## config.mk

```make
export PLATFORM = sky130hd
export DESIGN_NAME = cacc_dlv_drain
export DESIGN_NICKNAME = d
export VERILOG_FILES = /design/src/rtl/cacc_dlv_pkg.sv /design/src/rtl/cacc_dlv_ram.sv /design/src/rtl/cacc_dlv_drain.sv
export SDC_FILE = /design/constraint.sdc
export NUM_CORES = 1
export LEC_CHECK = 0
export CAP_MARGIN = 20
export CORE_MARGIN = 5
export CORE_UTILIZATION = 57
export DETAILED_ROUTE_END_ITERATION = 8
export PLACE_DENSITY = 0.81
export SETUP_SLACK_MARGIN = 0.02
export SYNTH_ARGS = -nofsm -noshare
export SYNTH_HDL_FRONTEND = slang
export SYNTH_SLANG_ARGS = --single-unit
```

## constraint.sdc

```tcl
create_clock -name nvdla_core_clk -period 12.4 [get_ports nvdla_core_clk]
set_clock_uncertainty 0.05 [all_clocks]
set_input_delay 2.48 -clock nvdla_core_clk [delete_from_list [all_inputs] [get_ports nvdla_core_clk]]
set_output_delay 2.48 -clock nvdla_core_clk [all_outputs]
set_load 0.02 [all_outputs]
```

## src/rtl/cacc_dlv_pkg.sv

```systemverilog
// Shared sizing for the CACC delivery drain and the field layout of its SDP beat.
// Field offsets locate {layer_end, stripe_end, last_beat, data} within sdp_pd.
package cacc_dlv_pkg;
  localparam int DLV_WIDTH     = 256;
  localparam int SLICE_WIDTH   = 64;
  localparam int DEPTH         = 4;
  localparam int BEATS         = DLV_WIDTH / SLICE_WIDTH;
  localparam int PD_DATA_LSB   = 0;
  localparam int PD_LAST_BIT   = SLICE_WIDTH;
  localparam int PD_STRIPE_BIT = SLICE_WIDTH + 1;
  localparam int PD_LAYER_BIT  = SLICE_WIDTH + 2;
  localparam int PD_WIDTH      = SLICE_WIDTH + 3;
endpackage

```

## src/rtl/cacc_dlv_ram.sv

```systemverilog
// Entry storage: one write port, one asynchronous read port, contents never reset.
// Latency: write visible on the read port the cycle after the write; no backpressure.
module cacc_dlv_ram #(
  parameter int DEPTH = 4,
  parameter int WIDTH = 258
) (
  input  logic                     clk_i,
  input  logic                     we_i,
  input  logic [$clog2(DEPTH)-1:0] waddr_i,
  input  logic [WIDTH-1:0]         wdata_i,
  input  logic [$clog2(DEPTH)-1:0] raddr_i,
  output logic [WIDTH-1:0]         rdata_o
);
  logic [WIDTH-1:0] mem_q [DEPTH];

  always_ff @(posedge clk_i) begin
    if (we_i) mem_q[waddr_i] <= wdata_i;
  end

  assign rdata_o = mem_q[raddr_i];
endmodule

```

## src/rtl/cacc_dlv_drain.sv

```systemverilog
// Buffers unstallable accumulator entries and drains each as BEATS slices, returning one credit per pop.
// Latency: entry presentable one cycle after write; sdp_prdy stalls hold sdp_pd; full-without-pop writes drop and set ovf_err.
module cacc_dlv_drain
  import cacc_dlv_pkg::*;
#(
  parameter int DLV_WIDTH   = cacc_dlv_pkg::DLV_WIDTH,
  parameter int SLICE_WIDTH = cacc_dlv_pkg::SLICE_WIDTH,
  parameter int DEPTH       = cacc_dlv_pkg::DEPTH
) (
  input  logic                   nvdla_core_clk,
  input  logic                   nvdla_core_rst,
  input  logic                   dlv_valid,
  input  logic                   dlv_mask,
  input  logic [DLV_WIDTH-1:0]   dlv_data,
  input  logic [1:0]             dlv_pd,
  output logic                   dlv_credit,
  output logic                   sdp_pvld,
  input  logic                   sdp_prdy,
  output logic [SLICE_WIDTH+2:0] sdp_pd,
  output logic                   layer_done,
  output logic                   ovf_err
);
  localparam int NBEATS = DLV_WIDTH / SLICE_WIDTH;
  localparam int PTR_W  = $clog2(DEPTH);
  localparam int CNT_W  = PTR_W + 1;
  localparam int BEAT_W = (NBEATS > 1) ? $clog2(NBEATS) : 1;
  localparam int ENT_W  = DLV_WIDTH + 2;

  logic [PTR_W-1:0]  wr_ptr_q, wr_ptr_d, rd_ptr_q, rd_ptr_d;
  logic [CNT_W-1:0]  count_q, count_d;
  logic [BEAT_W-1:0] beat_q, beat_d;
  logic              credit_q, credit_d;
  logic              layer_done_q, layer_done_d;
  logic              ovf_q, ovf_d;

  logic [ENT_W-1:0]                    rd_entry;
  logic [NBEATS-1:0][SLICE_WIDTH-1:0]  rd_slices;
  logic wr_req, full, accept, last_beat, pop, wr_en;

  cacc_dlv_ram #(
    .DEPTH (DEPTH),
    .WIDTH (ENT_W)
  ) u_ram (
    .clk_i   (nvdla_core_clk),
    .we_i    (wr_en),
    .waddr_i (wr_ptr_q),
    .wdata_i ({dlv_pd, dlv_data}),
    .raddr_i (rd_ptr_q),
    .rdata_o (rd_entry)
  );

  assign rd_slices = rd_entry[DLV_WIDTH-1:0];
  assign wr_req    = dlv_valid & dlv_mask;
  assign sdp_pvld  = (count_q != '0);
  assign last_beat = (beat_q == BEAT_W'(NBEATS - 1));
  assign accept    = sdp_pvld & sdp_prdy;
  assign pop       = accept & last_beat;
  assign full      = (count_q == CNT_W'(DEPTH));
  // A full FIFO still takes the write when the head entry leaves in the same cycle.
  assign wr_en     = wr_req & (~full | pop);

  assign sdp_pd = {rd_entry[DLV_WIDTH+1] & last_beat,
                   rd_entry[DLV_WIDTH]   & last_beat,
                   last_beat,
                   rd_slices[beat_q]};

  always_comb begin
    wr_ptr_d     = wr_ptr_q;
    rd_ptr_d     = rd_ptr_q;
    count_d      = count_q;
    beat_d       = beat_q;
    credit_d     = pop;
    layer_done_d = pop & rd_entry[DLV_WIDTH+1];
    ovf_d        = ovf_q | (wr_req & full & ~pop);

    if (wr_en) wr_ptr_d = wr_ptr_q + PTR_W'(1);
    if (pop)   rd_ptr_d = rd_ptr_q + PTR_W'(1);
    if (accept) beat_d = last_beat ? '0 : beat_q + BEAT_W'(1);

    if (wr_en && !pop)      count_d = count_q + CNT_W'(1);
    else if (pop && !wr_en) count_d = count_q - CNT_W'(1);
  end

  always_ff @(posedge nvdla_core_clk) begin
    if (nvdla_core_rst) begin
      wr_ptr_q     <= '0;
      rd_ptr_q     <= '0;
      count_q      <= '0;
      beat_q       <= '0;
      credit_q     <= 1'b0;
      layer_done_q <= 1'b0;
      ovf_q        <= 1'b0;
    end else begin
      wr_ptr_q     <= wr_ptr_d;
      rd_ptr_q     <= rd_ptr_d;
      count_q      <= count_d;
      beat_q       <= beat_d;
      credit_q     <= credit_d;
      layer_done_q <= layer_done_d;
      ovf_q        <= ovf_d;
    end
  end

  assign dlv_credit = credit_q;
  assign layer_done = layer_done_q;
  assign ovf_err    = ovf_q;
endmodule

```

==> metrics.md, run 1 <==
| Metric | Value |
|---|---|
| Slew Limit Fails | `0` |
| Std-Cell Rows | `96` |
| Setup TNS | `0 ns` |
| Synth Register Bits | `1046` |
| Layout Cells excl Fill | `3004` |
| Async S/R FF share, synth | `0` |
| Routability congestion estimate | `0.7268` |
| Status | `complete, no violations` |
| Place WS | `about 5.7 ns` |
| Number of enable flip-flop cells after synthesis | `1032` |
| Flop-to-flop setup slack | `8.11 ns` |
| Setup Viol. Count Final | `0` |
| Max Freq | `138.9 MHz` |
| Hold buffers post-CTS | `0` |
| Fraction of layout cells with a size suffix above 1 | `0.2081` |
| Chip width | `272.0 um` |
| Power Density | `around 160 nW/um^2` |
| R2r endpoint | `u_ram.mem_q[0][110]$_DFFE_PP_` |
| Max Cap Viol | `0` |
| Critical Path AT | `about 4.7 ns` |
| Final period utilization | `0.5806` |
| Startpoint Class | `register` |
| Dpl cells | `2788` |
| Hold path cells | `2` |
| Routed wire per std cell | `27.29 um` |
| CP Class | `register to output pin` |
| Synth Net Count | `1910` |
| Predominant post-synthesis flop cell | `edfxtp_1` |
| Post-Route WL | `81.97 mm` |
| Worst hold start | `ovf_err$_SDFF_PP0_` |
| Ports | `~330` |
| Nets | `2282` |
| Final Hold Viols | `0` |
| Yosys cell types | `26` |
| Slew headroom | `0.2335` |
| Post-CTS Setup Inserts | `0` |
| Min Tclk post-route | `7.199 ns` |
| Vias per cell | `6.160` |
| Die area | `around 74000 um^2` |
| Num CTS Buffers | `103` |
| TritonCTS clock tree | `yes` |
| Register area share after synthesis | `0.7992` |
| DRC Markers | `0` |
| Initial DRC count | `around 1900` |
| Largest net degree at the start of global routing | `142` |
| RSZ-0062 raised after global routing | `no` |
| TritonRoute pass-1 iters | `5` |
| Vias post-DR | `about 19000` |
| Slew of the pin with the lowest slew margin | `1.150 ns` |
| Post-DP Area | `about 43000 um^2` |
| Max clock buf depth | `3` |
| Final setup margin | `5.201 ns` |
| Clk slew on worst S/H paths | `approximately 0.06 ns` |
| CORE AREA | `68350 um^2` |
| DPL Wire Length | `between 40 and 50 mm` |
| Final Util | `0.6846` |
| Vias in the first global route | `around 20000` |
| Syn Area/Cell | `23.86 um^2` |
| H-Tree Depth | `3` |
| GRT Total Usage | `0.2213` |
| Worst vdd ir | `0.1283 mV` |
| Clk_lat worst skew | `around 0.64 ns` |
| Yosys warns | `0` |
| Leak pwr | `14.47 nW` |
| I/O Buffers | `about 330` |
| PostCTS Resize Cnt | `0` |
| Netlist Area Pre-Place | `between 30000 and 40000 um^2` |
| Reg2reg start | `beat_q[0]$_SDFFE_PP0N_` |
| Initial antenna violation count | `30` |
| Root Driver | `clkbuf_16` |
| Critical Path Sink Type | `output pin` |
| WHS | `0.4480 ns` |
| Clock Sinks | `1046` |
| Power Total | `between 7 and 8 mW` |
| Post-synthesis cell count | `1640` |
| Total congestion overflow | `0` |
| Crit-path max FO | `48` |
| Reg2Reg Depth | `6` |
| Area growth syn-to-layout | `19.57%` |
| Post-route ant nets | `0` |
| Post-route cell area | `approximately 47000 um^2` |
| Die H | `272.0 um` |
| Initial Utilization | `0.5725` |
| Worst min-delay path category | `register to register` |
| Sink of the worst hold path | `ovf_err$_SDFF_PP0_` |
| First-pass GRT wire length | `approximately 120 mm` |
| Data required time of the worst path | `9.87 ns` |
critical path: stages, from the launching register on:
cell and delay, ns:
dfxtp_4 0.87, buf_4 0.70, buf_4 0.87, mux4_2 0.62
a22oi_1 0.27, nand2_1 0.09, clkdlybuf4s50_1 0.55
registers in the layout, summed over array words and instances (netlist names), named ones only:
signal / cells
layer_done: 1
u_ram.mem_q: 1032
rd_ptr_q: 2
beat_q: 2
count_q: 3
ovf_err: 1
wr_ptr_q: 2
dlv_credit: 1
cell type report:
| class | count | area (um^2) |
|---|---|---|
| inverters | 3 | 11.26 |
| multi-input cells | 503 | 7402 |
| flip-flops and latches | 1046 | 31280 |
| clock inverters | 66 | 506.7 |
| fillers | 3990 | 21560 |
| clock buffers | 127 | 2836 |
| well taps | 882 | 1104 |
| diodes | 22 | 55.05 |
| repair buffers | 355 | 3593 |
power breakdown:
group | switching [mW] | leakage [nW] | internal [mW] | total, mW
registers | 0.0234 | 9.48 | 3.98 | 4.01
logic | 0.260 | 3.35 | 0.219 | 0.479
clock network | 1.26 | 1.64 | 1.77 | 3.03
placed cells by master, fill, tap and decap left out, drive strengths merged, types with 2 or more instances in the layout:
cell type      synthesis  layout
nor2b                  2       2
diode                  0      22
or3                    3       3
clkinvlp               0       4
clkinv                 0      54
nor2                  11      11
mux2i                  2       2
ha                     6       6
buf                   53      22
mux4                 258     258
nand3                  2       2
dfxtp                 14      14
clkbuf                35     127
and2                   8       8
a22oi                128     128
edfxtp              1032    1032
nand2                 69      69
xor2                   4       4
a31oi                  2       2
a21oi                  3       3
bufinv                 0       7
inv                    3       4
clkdlybuf4s50          0     333
how the worst max path moves through the flow:
stage	from	end	slack, ns	depth (start not counted)
CTS	register	sdp_pd[51]	5.01	6
global placement	register	sdp_pd[59]	5.77	6
global route	register	sdp_pd[51]	4.69	6
finish	register	sdp_pd[51]	5.20	6
detailed placement	register	sdp_pd[1]	5.74	6
floorplan	sdp_prdy	u_ram.mem_q[0][0]$_DFFE_PP_	2.84	3
routing by layer:
metal	routed length, um	global-route usage
met4	1809	0.06960
met5	147	0
met3	7081	0.06105
met1	30980	0.2930
met2	41950	0.3656
cell usage after synthesis, types with 2 or more instances:
master,number,share of area
a21oi_1,3,0.00038
a22oi_1,128,0.025
a31oi_1,2,0.00032
and2_1,8,0.0013
buf_1,18,0.0017
buf_2,9,0.0012
buf_4,15,0.0029
buf_6,11,0.0032
clkbuf_1,35,0.0034
dfxtp_1,14,0.0072
edfxtp_1,1032,0.79
ha_1,6,0.0019
inv_1,3,0.00029
mux2i_1,2,0.00051
mux4_2,258,0.15
nand2_1,69,0.0066
nand3_1,2,0.00026
nor2_1,11,0.0011
nor2b_1,2,0.00032
or3_1,3,0.00048
xor2_1,4,0.00090
cells by family after synthesis:
| group | Yosys count | share of synthesized area |
|---|---|---|
| multiplexers | 260 | 0.1490 |
| AO/OA/AOI/OAI | 134 | 0.02539 |
| buffers and inverters | 91 | 0.01257 |
| AND/OR/NAND/NOR | 97 | 0.01033 |
| XOR/XNOR | 5 | 0.001119 |
| adder cells (fa/ha/maj) | 7 | 0.002430 |
| flip-flops | 1046 | 0.7992 |
(Power assumes the default switching activity.)
==> run 2: changes to the inputs <==
--- a/config.mk
+++ b/config.mk
@@ -7,9 +7,9 @@
 export LEC_CHECK = 0
 export CAP_MARGIN = 20
 export CORE_MARGIN = 5
-export CORE_UTILIZATION = 57
+export CORE_UTILIZATION = 52
 export DETAILED_ROUTE_END_ITERATION = 8
-export PLACE_DENSITY = 0.81
+export PLACE_DENSITY = 0.78
 export SETUP_SLACK_MARGIN = 0.02
 export SYNTH_ARGS = -nofsm -noshare
 export SYNTH_HDL_FRONTEND = slang
==> constraint.sdc (replaced) <==
create_clock -name nvdla_core_clk -period 6.35 [get_ports nvdla_core_clk]
set_clock_uncertainty 0.05 [all_clocks]
set_input_delay 1.27 -clock nvdla_core_clk [delete_from_list [all_inputs] [get_ports nvdla_core_clk]]
set_output_delay 1.27 -clock nvdla_core_clk [all_outputs]
set_load 0.02 [all_outputs]
==> metrics.md, run 2 (synthesis gave the netlist of run 1 again) <==
| Metric | Value |
|---|---|
| Met3 Track Usage GR | `0.06242 (was 0.06105)` |
| I/O Buffers | `333 (unchanged)` |
| Commonest non-fill, non-tap cell in the layout | `edfxtp_1 (unchanged)` |
| Ports | `334 (unchanged)` |
| Slew of the pin with the lowest slew margin | `0.9485 ns (was 1.150 ns)` |
| Area growth syn-to-layout | `20.51% (was 19.57%)` |
| Vias in the first global route | `19947 (was 19641)` |
| Initial antenna violation count | `29 (was 30)` |
| Clock power frac | `0.403 (about the same)` |
| Slew Limit Fails | `0 (unchanged)` |
| Top Registers | `u_ram.mem_q (1032), count_q (3) (unchanged)` |
| Std-Cell Rows | `100 (was 96)` |
| Vias per cell | `5.914 (was 6.160)` |
| Sw Pwr | `3.020 mW (was 1.546 mW)` |
| Flop-to-flop setup slack | `3.10 ns (was 8.11 ns)` |
| Die area | `80840 um^2 (was 73990 um^2)` |
| Critical Path Sink Type | `output pin (unchanged)` |
| Hold buffers post-CTS | `0 (unchanged)` |
| Sink of the worst hold path | `ovf_err$_SDFF_PP0_ (unchanged)` |
| Reg2Reg Depth | `5 (was 6)` |
| Critical Path AT | `3.65 ns (was 4.67 ns)` |
| Setup Viol. Count Final | `0 (unchanged)` |
| Power Density | `311.3 nW/um^2 (was 160.6 nW/um^2)` |
| Comb pwr share | `0.064 (about the same)` |
| Max Freq | `201.2 MHz` |
| Routed wire per std cell | `26.98 um (was 27.29 um)` |
| Routability congestion estimate | `0.7305 (was 0.7268)` |
| Slew headroom | `0.3676 (was 0.2335)` |
| Crit-path max FO | `38 (was 48)` |
| Nets | `2302 (was 2282)` |
| Most used routing layer | `met2 (unchanged)` |
| H-Tree Depth | `3 (unchanged)` |
| DRC Markers | `0 (unchanged)` |
| Final setup margin | `1.379 ns (was 5.201 ns)` |
| Seq pwr share | `0.533 (about the same)` |
| Setup TNS | `0 ns (unchanged)` |
| Max reg flops | `1032 (unchanged)` |
| Total congestion overflow | `0 (unchanged)` |
| Min Tclk post-route | `4.971 ns` |
| Worst vdd ir | `0.2490 mV (was 0.1283 mV)` |
| CORE AREA | `74570 um^2 (was 68350 um^2)` |
| Post-route ant nets | `0 (unchanged)` |
| Reg2reg start | `beat_q[1]$_SDFFE_PP0N_ (was beat_q[0]$_SDFFE_PP0N_)` |
| Root Driver | `clkbuf_16 (unchanged)` |
| Int Power | `11.66 mW (was 5.966 mW)` |
| Worst min-delay path category | `register to register (unchanged)` |
| Most frequent cells in the layout | `1032 x edfxtp_1, 333 x clkdlybuf4s50_1, 258 x mux4_2 (unchanged)` |
| GRT Total Usage | `0.2071 (was 0.2213)` |
| TritonCTS clock tree | `yes (unchanged)` |
| Largest reg by FF count | `u_ram.mem_q (unchanged)` |
| Final Hold Viols | `0 (unchanged)` |
| Initial Utilization | `0.5247 (was 0.5725)` |
| CP max stage cell | `dfxtp_4 (unchanged)` |
| Data required time of the worst path | `5.03 ns (was 9.87 ns)` |
| M2 GR Usage | `0.3480 (was 0.3656)` |
| Hold path cells | `2 (unchanged)` |
| Clk slew on worst S/H paths | `0.06 ns (about the same)` |
| Clock Sinks | `1046 (unchanged)` |
| Post-Route WL | `83.76 mm (was 81.97 mm)` |
| Worst hold start | `ovf_err$_SDFF_PP0_ (unchanged)` |
| Max clock buf depth | `3 (unchanged)` |
| Die H | `284.3 um (was 272.0 um)` |
| Place WS | `1.944 ns (was 5.737 ns)` |
| Status | `complete, no violations (unchanged)` |
| Max Cap Viol | `0 (unchanged)` |
| Fraction of layout cells with a size suffix above 1 | `0.2157 (was 0.2081)` |
| Post-CTS Setup Inserts | `0 (unchanged)` |
| Vias post-DR | `18356 (was 18504)` |
| Leak pwr | `14.59 nW (was 14.47 nW)` |
| CP Class | `register to output pin (unchanged)` |
| Startpoint Class | `register (unchanged)` |
| Switching Share | `0.2057 (was 0.2058)` |
| First-pass GRT wire length | `126.7 mm (was 122.9 mm)` |
| RSZ-0062 raised after global routing | `no (unchanged)` |
| DPL Wire Length | `49.50 mm (was 45.44 mm)` |
| M1 GR Usage | `0.2633 (was 0.2930)` |
| Final period utilization | `0.7828` |
| Chip width | `284.3 um (was 272.0 um)` |
| R2r endpoint | `u_ram.mem_q[1][71]$_DFFE_PP_ (was u_ram.mem_q[0][110]$_DFFE_PP_)` |
| TritonRoute pass-1 iters | `5 (unchanged)` |
| CP peak stage delay | `0.89 ns (was 0.87 ns)` |
| Clk_lat worst skew | `0.63 ns (was 0.64 ns)` |
| PostCTS Resize Cnt | `0 (unchanged)` |
| Largest net degree at the start of global routing | `79 (was 142)` |
| Num CTS Buffers | `103 (unchanged)` |
| CP cell instances | `buf_4 -> mux4_2 -> a22oi_1 -> nand2_1 -> clkdlybuf4s50_1 (was buf_4 -> buf_4 -> mux4_2 -> a22oi_1 -> nand2_1 -> clkdlybuf4s50_1)` |
| Initial DRC count | `1679 (was 1862)` |
==> run 2: cell count changes in the layout (fill, tap and decap cells not counted), moves of 2 or more <==
cell,change
clkinv_1,-13
buf_12,+12
clkbuf_1,+12
buf_4,+9
diode_2,-6
clkbuf_16,-5
bufinv_16,+3
clkbuf_8,-2
==> run 2: cell type report <==
cell class	instances	area [um^2]
Antenna cell	16	40.04
Clock buffer	132	2729
Clock inverter	60	609.3
Fill cell	4815	27420
Inverter	3	11.26
Multi-Input combinational cell	503	7402
Sequential cell	1046	31280
Tap cell	969	1212
Timing Repair Buffer	375	3874
==> run 2: routing by layer <==
| layer | vias up | part of all wire |
|---|---|---|
| met2 | 698 | 0.52 |
| met1 | 9612 | 0.38 |
| met4 | 22 | 0.024 |
| li1 | 7869 | - |
| met3 | 155 | 0.079 |
| met5 | - | 0.0016 |
==> run 2: how the worst max path moves through the flow <==
stage | from | end | slack [ns] | cells past startpoint
finish | register | sdp_pd[39] | 1.38 | 5
global route | register | sdp_pd[37] | 1.11 | 5
detailed placement | register | sdp_pd[39] | 1.94 | 5
global placement | register | sdp_pd[36] | 1.94 | 5
CTS | register | sdp_pd[39] | 1.24 | 5
floorplan | sdp_prdy | u_ram.mem_q[0][0]$_DFFE_PP_ | 0.86 | 3
==> run 2: power by group through the flow <==
stage | Clock (mW) | Combinational [mW] | Sequential, mW
after global placement | 0 | 0.934 | 7.95
after floorplan | 0 | 0.399 | 7.97
final | 5.92 | 0.944 | 7.82
after global routing | 6.34 | 1.00 | 7.83
after CTS | 6.03 | 0.960 | 7.82
after detailed placement | 0 | 0.952 | 7.96
==> run 2: critical path: cells and delay by family, from the launching register on <==
kind,cells,cell delay (ns)
flops,1,0.89
buf+inv,2,1.10
simple gates,1,0.10
compound gates,1,0.24
mux,1,0.58
==> run 2: per-stage QoR <==
stage | cell area, um^2 | hold slack (ns) | utilization | std cells | power, mW
after floorplan | 39130 | 0.4252 | - | 1640 | 8.369
after global placement | 43780 | 0.4079 | 0.5870 | 2896 | 8.880
after detailed placement | 43780 | 0.4102 | 0.5870 | 2896 | 8.915
after CTS | 47120 | 0.4208 | 0.6318 | 3088 | 14.81
after global routing | 47130 | 0.4735 | 0.6320 | 3094 | 15.17
final | 47160 | 0.4166 | 0.6323 | 3104 | 14.68
